### config.mk
export PLATFORM = sky130hd
export DESIGN_NAME = mem_bus_arbiter
export DESIGN_NICKNAME = d
export VERILOG_FILES = /design/src/rtl/mem_bus_arbiter.sv
export SDC_FILE = /design/constraint.sdc
export NUM_CORES = 1
export LEC_CHECK = 0
export ABC_CLOCK_PERIOD_IN_PS = 2250
export BUFFER_PORTS_ARGS = -buffer_cell sky130_fd_sc_hd__buf_2
export CORE_AREA = 2 2 119 121
export CTS_CLUSTER_SIZE = 20
export DETAILED_ROUTE_END_ITERATION = 6
export DIE_AREA = 0 0 121 123
export HOLD_SLACK_MARGIN = 0.08
export SYNTH_ARGS = -nofsm -noshare
export SYNTH_HDL_FRONTEND = slang
export SYNTH_SLANG_ARGS = --single-unit
### constraint.sdc
create_clock -name clk -period 2.25 [get_ports clk]
set_input_delay 0.225 -clock clk [delete_from_list [all_inputs] [get_ports clk]]
set_output_delay 0.225 -clock clk [all_outputs]
set_load 0.01 [all_outputs]
### src/rtl/mem_bus_arbiter.sv
// rtl/mem_bus_arbiter.sv - two-master valid/ready arbiter for one memory slave
// Whole-transaction grants with a forced idle gap and a no-response watchdog.
module mem_bus_arbiter #(
  parameter int          ARB_MODE       = 0,
  parameter int          TIMEOUT_CYCLES = 64,
  parameter logic [31:0] ERR_DATA       = 32'hDEAD_BEEF
) (
  input  logic        clk,
  input  logic        reset_n,
  input  logic        m0_valid,
  output logic        m0_ready,
  input  logic [31:0] m0_addr,
  input  logic [31:0] m0_wdata,
  input  logic [3:0]  m0_wstrb,
  output logic [31:0] m0_rdata,
  input  logic        m1_valid,
  output logic        m1_ready,
  input  logic [31:0] m1_addr,
  input  logic [31:0] m1_wdata,
  input  logic [3:0]  m1_wstrb,
  output logic [31:0] m1_rdata,
  output logic        s_valid,
  input  logic        s_ready,
  output logic [31:0] s_addr,
  output logic [31:0] s_wdata,
  output logic [3:0]  s_wstrb,
  input  logic [31:0] s_rdata,
  output logic        timeout_err,
  output logic        owner
);

  localparam int             CW      = (TIMEOUT_CYCLES > 0) ? $clog2(TIMEOUT_CYCLES + 1) : 1;
  localparam bit             WD_EN   = (TIMEOUT_CYCLES > 0);
  localparam logic [CW-1:0]  WD_LAST = CW'((TIMEOUT_CYCLES > 0) ? TIMEOUT_CYCLES - 1 : 0);
  localparam logic [CW-1:0]  CNT_MAX = '1;

  typedef enum logic [1:0] {
    IDLE,
    BUSY,
    RELEASE
  } state_t;

  state_t        state, state_nxt;
  logic          owner_nxt;
  logic [CW-1:0] cnt;
  logic          done;
  logic [31:0]   resp;

  always_ff @(posedge clk or negedge reset_n) begin
    if (!reset_n) begin
      state <= IDLE;
      owner <= 1'b1;
      cnt   <= '0;
    end else begin
      state <= state_nxt;
      owner <= owner_nxt;
      if (state == BUSY) begin
        if (cnt != CNT_MAX) cnt <= cnt + CW'(1);
      end else begin
        cnt <= '0;
      end
    end
  end

  always_comb begin
    state_nxt   = state;
    owner_nxt   = owner;
    s_valid     = 1'b0;
    s_addr      = '0;
    s_wdata     = '0;
    s_wstrb     = '0;
    done        = 1'b0;
    resp        = ERR_DATA;
    timeout_err = 1'b0;
    case (state)
      IDLE: begin
        if (m0_valid || m1_valid) begin
          // owner holds the last grant, so round-robin hands a tie to the other master
          if (m0_valid && m1_valid) owner_nxt = (ARB_MODE == 0) ? ~owner : 1'b0;
          else                      owner_nxt = m1_valid;
          state_nxt = BUSY;
        end
      end
      BUSY: begin
        s_valid = 1'b1;
        s_addr  = owner ? m1_addr  : m0_addr;
        s_wdata = owner ? m1_wdata : m0_wdata;
        s_wstrb = owner ? m1_wstrb : m0_wstrb;
        if (s_ready) begin
          done = 1'b1;
          resp = s_rdata;
        end else if (WD_EN && cnt == WD_LAST) begin
          done        = 1'b1;
          timeout_err = 1'b1;
        end
        if (done) state_nxt = RELEASE;
      end
      RELEASE: state_nxt = IDLE;
      default: state_nxt = IDLE;
    endcase
  end

  assign m0_ready = done & ~owner;
  assign m1_ready = done & owner;
  assign m0_rdata = m0_ready ? resp : 32'h0;
  assign m1_rdata = m1_ready ? resp : 32'h0;

endmodule

Word-level counts from Yosys, hierarchy flattened --
Cells that the tools add are included.
Word-level totals: bits in registers 10, input port bits 173
Operators by class: add/sub/neg operators 1, equal/unequal tests 6, muxes and demuxes 23, bitwise logic cells 3, reductions and logical operators 5
Operators with widths (number):
- 2-to-1 mux 32 bit | 8
- 2-to-1 mux 7 bit | 2
- 2-to-1 mux 1 bit | 8
- 2-to-1 mux 4 bit | 2
- adder 7 x 1 -> 7 bit, second input constant | 1
- == test 7 x 6 -> 1 bit, second input constant | 1
- != test 7 bit, second input constant | 1
- 2-to-1 mux 2 bit | 2
- != test 2 x 1 -> 1 bit, second input constant | 2
- one-hot mux 2 bit (2 select lines) | 1
- AND reduction 2 bit | 2
- AND 1 bit | 2
- == test 2 x 1 -> 1 bit, second input constant | 1
- logical NOT 2 bit | 1
- != test 2 bit, second input constant | 1
- logical AND 1 bit | 1
- logical OR 1 bit | 1
- inverter 1 bit | 1

Depth between registers and ports, before layout --
depth after elaboration 7, gate-level depth with buffers 7

Worst setup path after synthesis --
Ideal clock, no wire load.
path kind register to output, start register cnt[0], end output m1_rdata[10], data arrival time 1.678 ns, required time 2.025 ns, path slack 0.347 ns, stages on the path, launching flop included 8, path buffers 3, cells stage by stage dfrtp_1 ha_1 nand3_1 or4_1 clkbuf_2 buf_6 buf_8 a21oi_2
On the way: cells in the longest elaborated chain, start to end 7
Ends and longest elaborated chain:
- start: declaration | line 45 | logic [CW-1:0] cnt;
- start signal: assignment | line 58 | if (cnt != CNT_MAX) cnt <= cnt + CW'(1);
- == test 7 x 6 -> 1 bit | line 92 | end else if (WD_EN && cnt == WD_LAST) begin
- 2-to-1 mux 1 bit | line 92
- 2-to-1 mux 1 bit | line 89 | if (s_ready) begin
- 2-to-1 mux 1 bit (2 in series) | line 75 | case (state)
- AND 1 bit | line 104 | assign m1_ready = done & owner;
- 2-to-1 mux 32 bit | line 106 | assign m1_rdata = m1_ready ? resp : 32'h0;
- end: declaration | line 21 | output logic [31:0] m1_rdata,
Every way passes these cells. The select of a mux whose other input is x is not followed.

Final worst setup path --
start register cnt[0], end output m1_rdata[19]
The elaborated chain is that of the path after synthesis.

==> flow_results.xml <==
<?xml version="1.0" encoding="UTF-8"?>
<metrics>
  <group name="cts">
    <metric name="clk_transition_reported_paths" unit="ns">0.04</metric>
    <metric name="max-clock-path-buffers" unit="">2</metric>
    <metric name="clock_sink_count" unit="">10</metric>
    <metric name="cts_max_level" unit="">1</metric>
    <metric name="worst_skew_pair.late_latency" unit="ns">0.23</metric>
    <metric name="tritoncts_clock_tree" unit="">yes</metric>
    <metric name="clockRootBuffer" unit="">sky130_fd_sc_hd__clkbuf_16</metric>
    <metric name="tritoncts.num_buffers" unit="">3</metric>
  </group>
  <group name="synthesis">
    <metric name="netlist.top_cell.by_area" unit="">sky130_fd_sc_hd__mux2i_1</metric>
    <metric name="synth_warn" unit="">0</metric>
    <metric name="synth.cell_area" unit="um^2">2074</metric>
    <metric name="async_reset_ff_share" unit="%">100.0</metric>
    <metric name="yosys_register_bits" unit="">10</metric>
    <metric name="synth.net_count" unit="">487</metric>
    <metric name="synth-adder-area-share" unit="%">0.6031</metric>
    <metric name="post_synth_main_area_contributors" unit="">sky130_fd_sc_hd__mux2i_1, sky130_fd_sc_hd__nor2_1, sky130_fd_sc_hd__dfrtp_1, sky130_fd_sc_hd__a21oi_1, sky130_fd_sc_hd__and3_1</metric>
    <metric name="synthCells" unit="">313</metric>
    <metric name="synthesized_area_fraction_occupied_by_and_or_nand_nor_cells" unit="%">27.86</metric>
    <metric name="synth_edf_count" unit="">0</metric>
    <metric name="yosys.cell_types.count" unit="">30</metric>
    <metric name="synth.yosys.seq_area_share" unit="%">12.12</metric>
    <metric name="synth_xor_xnor_area_share" unit="%">0</metric>
    <metric name="ys.flop_type" unit="">sky130_fd_sc_hd__dfrtp_1</metric>
    <metric name="postSynthAreaPerCell" unit="um^2">6.628</metric>
    <metric name="dominant_combinational_cell_family_by_area_after_synthesis" unit="">multiplexers</metric>
    <metric name="synth_compound_gate_area_share" unit="%">17.91</metric>
    <metric name="synthMuxAreaShare" unit="%">33.29</metric>
    <metric name="yosys.area.top_type_share" unit="%">33.29</metric>
  </group>
  <group name="detailed_routing">
    <metric name="detail_route.vias_per_cell" unit="">4.207</metric>
    <metric name="post_drt_wl_per_cell" unit="um">13.71</metric>
    <metric name="remaining_drc_errors" unit="">0</metric>
    <metric name="drt.antenna.violating_nets" unit="">0</metric>
    <metric name="wl" unit="mm">10.78</metric>
    <metric name="drt_iter0_drc" unit="">85</metric>
    <metric name="drt_first_pass_iters" unit="">4</metric>
    <metric name="num_vias" unit="">3307</metric>
  </group>
  <group name="pwr">
    <metric name="share_clk_of_total_power" unit="%">8.8</metric>
    <metric name="power.density_cell_area" unit="nW/um^2">905.4</metric>
    <metric name="sw_share" unit="%">52.11</metric>
    <metric name="combinationalPowerShare" unit="%">81.5</metric>
    <metric name="post-layout-total-power" unit="mW">3.598</metric>
    <metric name="power.net_switching" unit="mW">1.875</metric>
    <metric name="total_leakage_power" unit="nW">2.528</metric>
    <metric name="internal_power" unit="mW">1.723</metric>
    <metric name="power.share.sequential" unit="%">9.7</metric>
    <metric name="ir_worst_vdd" unit="V">0.0004919</metric>
  </group>
  <group name="worst_hold_path">
    <metric name="end_point_of_the_most_critical_hold_path" unit="">owner</metric>
    <metric name="worstHoldPathCells" unit="">2</metric>
    <metric name="timing.hold.worst.start" unit="">m0_valid</metric>
    <metric name="worst_min_delay_path_class" unit="">input port to flip-flop</metric>
  </group>
  <group name="die">
    <metric name="initial_core_util" unit="%">15.24</metric>
    <metric name="row_count" unit="">43</metric>
    <metric name="die_width" unit="um">121</metric>
    <metric name="coreArea" unit="um^2">13610</metric>
    <metric name="num_io_pins" unit="">310</metric>
    <metric name="die_height" unit="um">123</metric>
    <metric name="die_area" unit="um^2">14880</metric>
  </group>
  <group name="timing">
    <metric name="fin_hold_ws" unit="ns">0.1512</metric>
    <metric name="maxClockFrequency" unit="GHz">0.4620</metric>
    <metric name="timing.slew.headroom" unit="%">59.13</metric>
    <metric name="report.final.setup_viol" unit="">0</metric>
    <metric name="post-route-period-util" unit="%">96.21</metric>
    <metric name="unrepaired_setup_endpoints_after_global_routing" unit="">no</metric>
    <metric name="timing.final.ws_setup" unit="ns">0.08527</metric>
    <metric name="worst-slew-pin-transition" unit="ns">0.6131</metric>
    <metric name="finClkSkew" unit="ns">0.0008421</metric>
    <metric name="timing_hold_violations_final" unit="">0</metric>
    <metric name="slew_viol_final" unit="">0</metric>
    <metric name="setup_total_negative_slack" unit="ns">0</metric>
    <metric name="final_min_period" unit="ns">2.165</metric>
  </group>
  <group name="setup_path">
    <metric name="worstPathRequired" unit="ns">2.03</metric>
    <metric name="critical_path.startpoint_type" unit="">flip-flop</metric>
    <metric name="path_cells" unit="">ha_4 &gt; nand3_2 &gt; or4_4 &gt; buf_12 &gt; a21oi_1 &gt; buf_2</metric>
    <metric name="maximum_fanout_along_the_worst_path" unit="">25</metric>
    <metric name="critPathKind" unit="">flip-flop to output port</metric>
    <metric name="crit_path_max_incr_delay" unit="ns">0.58</metric>
    <metric name="worst_path_max_delay_cell" unit="">sky130_fd_sc_hd__or4_4</metric>
    <metric name="rrSetupSlack" unit="ns">0.77</metric>
    <metric name="rr_endpoint" unit="">state[1]</metric>
    <metric name="critical_path.endpoint_type" unit="">output port</metric>
    <metric name="timing.critical_path.arrival" unit="ns">1.94</metric>
    <metric name="r2r_cells" unit="">4</metric>
    <metric name="r2r-start" unit="">cnt[0]</metric>
  </group>
  <group name="cells_and_area">
    <metric name="multi_input_comb_area" unit="um^2">1695</metric>
    <metric name="stdcell_count" unit="">786</metric>
    <metric name="n_antenna_cell" unit="">0</metric>
    <metric name="final_core_utilization" unit="%">29.19</metric>
    <metric name="nets" unit="">781</metric>
    <metric name="area_growth_from_synthesis_to_layout" unit="%">91.56</metric>
    <metric name="post_route_cells_drive_above_1_share" unit="%">56.93</metric>
    <metric name="num-fill-cells" unit="">1541</metric>
    <metric name="final-seq-area" unit="um^2">255.2</metric>
    <metric name="finish.instance_area" unit="um^2">3974</metric>
  </group>
  <group name="run">
    <metric name="cap_viol_max_count" unit="">0</metric>
  </group>
  <group name="global_routing">
    <metric name="antenna_found_initial" unit="">0</metric>
    <metric name="grt_pass1_wl" unit="mm">14.64</metric>
    <metric name="overflow" unit="">0</metric>
    <metric name="gr-usage-all-layers" unit="%">12.47</metric>
    <metric name="grt_start_max_net_pins" unit="">65</metric>
    <metric name="via_count_of_the_first_global_routing_pass" unit="">2698</metric>
  </group>
  <group name="placed_design">
    <metric name="place.gp.congestion" unit="">0.8024</metric>
    <metric name="placed_cells" unit="">778</metric>
    <metric name="pre_cts_ws" unit="ns">0.2515</metric>
    <metric name="postPlaceCellArea" unit="um^2">3802</metric>
    <metric name="place_hpwl" unit="mm">9.054</metric>
    <metric name="portBuffers" unit="">309</metric>
  </group>
  <group name="outcome">
    <metric name="status" unit="">complete, no violations</metric>
  </group>
</metrics>
[flip-flops by register name (all words and copies together) (netlist names)]
signal	flops
cnt	7
state	2
owner	1
[placed cells by master (no fill, tap or decap), types with 2 or more instances in the layout]
cell / netlist / routed
sky130_fd_sc_hd__buf_2: 12 / 309
sky130_fd_sc_hd__nor2_1: 76 / 76
sky130_fd_sc_hd__mux2i_1: 69 / 69
sky130_fd_sc_hd__a21oi_1: 42 / 37
sky130_fd_sc_hd__nand2_1: 30 / 30
sky130_fd_sc_hd__and3_1: 19 / 19
sky130_fd_sc_hd__a21oi_2: 9 / 14
sky130_fd_sc_hd__dfrtp_1: 9 / 9
sky130_fd_sc_hd__buf_4: 0 / 9
sky130_fd_sc_hd__a31oi_1: 4 / 4
sky130_fd_sc_hd__clkbuf_16: 0 / 3
sky130_fd_sc_hd__buf_12: 0 / 3
sky130_fd_sc_hd__inv_1: 2 / 2
sky130_fd_sc_hd__nor3_1: 2 / 2
sky130_fd_sc_hd__o21ai_0: 2 / 2
[logic make-up after synthesis]
logic type	Yosys count
AND/OR/NAND/NOR	135
adder cells (fa/ha/maj)	1
AO/OA/AOI/OAI	62
multiplexers	69
buffers and inverters	36
flip-flops	10
[worst max-delay path by stage]
stage / startpoint / endpoint / slack, ns / depth (start not counted)
after floorplan: cnt[0] / m1_rdata[10] / 0.35 / 7
after global placement: cnt[0] / m0_rdata[0] / 0.28 / 6
after detailed placement: cnt[0] / m0_rdata[0] / 0.25 / 6
after CTS: cnt[1] / m1_rdata[0] / 0.02 / 6
after global routing: state[1] / m1_rdata[17] / 0.0008 / 5
final: cnt[0] / m1_rdata[19] / 0.09 / 6
[routing by layer]
metal	vias up	wire (um)	global-route usage [%]
met2	197	5444	23.95
met3	4	1105	2.952
li1	1670	-	-
met4	0	48	1.381
met1	1436	4181	14.38
met5	-	0	0
[area by class of cell]
| class | count | share of cell area [%] |
|---|---|---|
| inverter | 2 | 0.1889 |
| tap | 180 | 5.668 |
| timing repair buffer | 323 | 43.07 |
| clock buffer | 4 | 1.984 |
| multi-input combinational | 267 | 42.66 |
| sequential | 10 | 6.423 |
[worst max-delay path, delay by kind of cell, from the launching register on]
family,cells,cell delay [ns]
adders and majority gates,1,0.17
and+or+nand+nor,2,0.66
DFF,1,0.39
AOI/OAI and AO/OA,1,0.14
buffers and inverters,2,0.34
[synth_stat cells, types with 2 or more instances]
library cell and instances:
sky130_fd_sc_hd__inv_1 2, sky130_fd_sc_hd__clkbuf_1 17, sky130_fd_sc_hd__nand2_1 30, sky130_fd_sc_hd__nand2b_1 2, sky130_fd_sc_hd__mux2i_1 69, sky130_fd_sc_hd__nand3_1 2
sky130_fd_sc_hd__a31oi_1 4, sky130_fd_sc_hd__o21ai_0 2, sky130_fd_sc_hd__a21oi_1 42, sky130_fd_sc_hd__and3_1 19, sky130_fd_sc_hd__buf_2 12, sky130_fd_sc_hd__nor3_1 2
sky130_fd_sc_hd__dfrtp_1 9, sky130_fd_sc_hd__buf_1 2, sky130_fd_sc_hd__nor2_1 76, sky130_fd_sc_hd__a21oi_2 9
[power by group through the flow]
stage	Combinational (mW)	Clock [mW]	Sequential, mW
final	2.93	0.315	0.351
after global routing	3.19	0.334	0.363
after CTS	2.97	0.323	0.347
after detailed placement	2.93	0	0.357
after global placement	2.93	0	0.356
after floorplan	1.80	0	0.264
[timing repair]
action,4_1_cts,5_1_grt
hold buffers,1,0
setup buffers,2,0
pin swaps,0,1
hold endpoints to repair,9,0
endpoints found under the setup margin,1,25
resized for setup,2,8
gates cloned,1,0
Power figures use the tool's default switching activity.
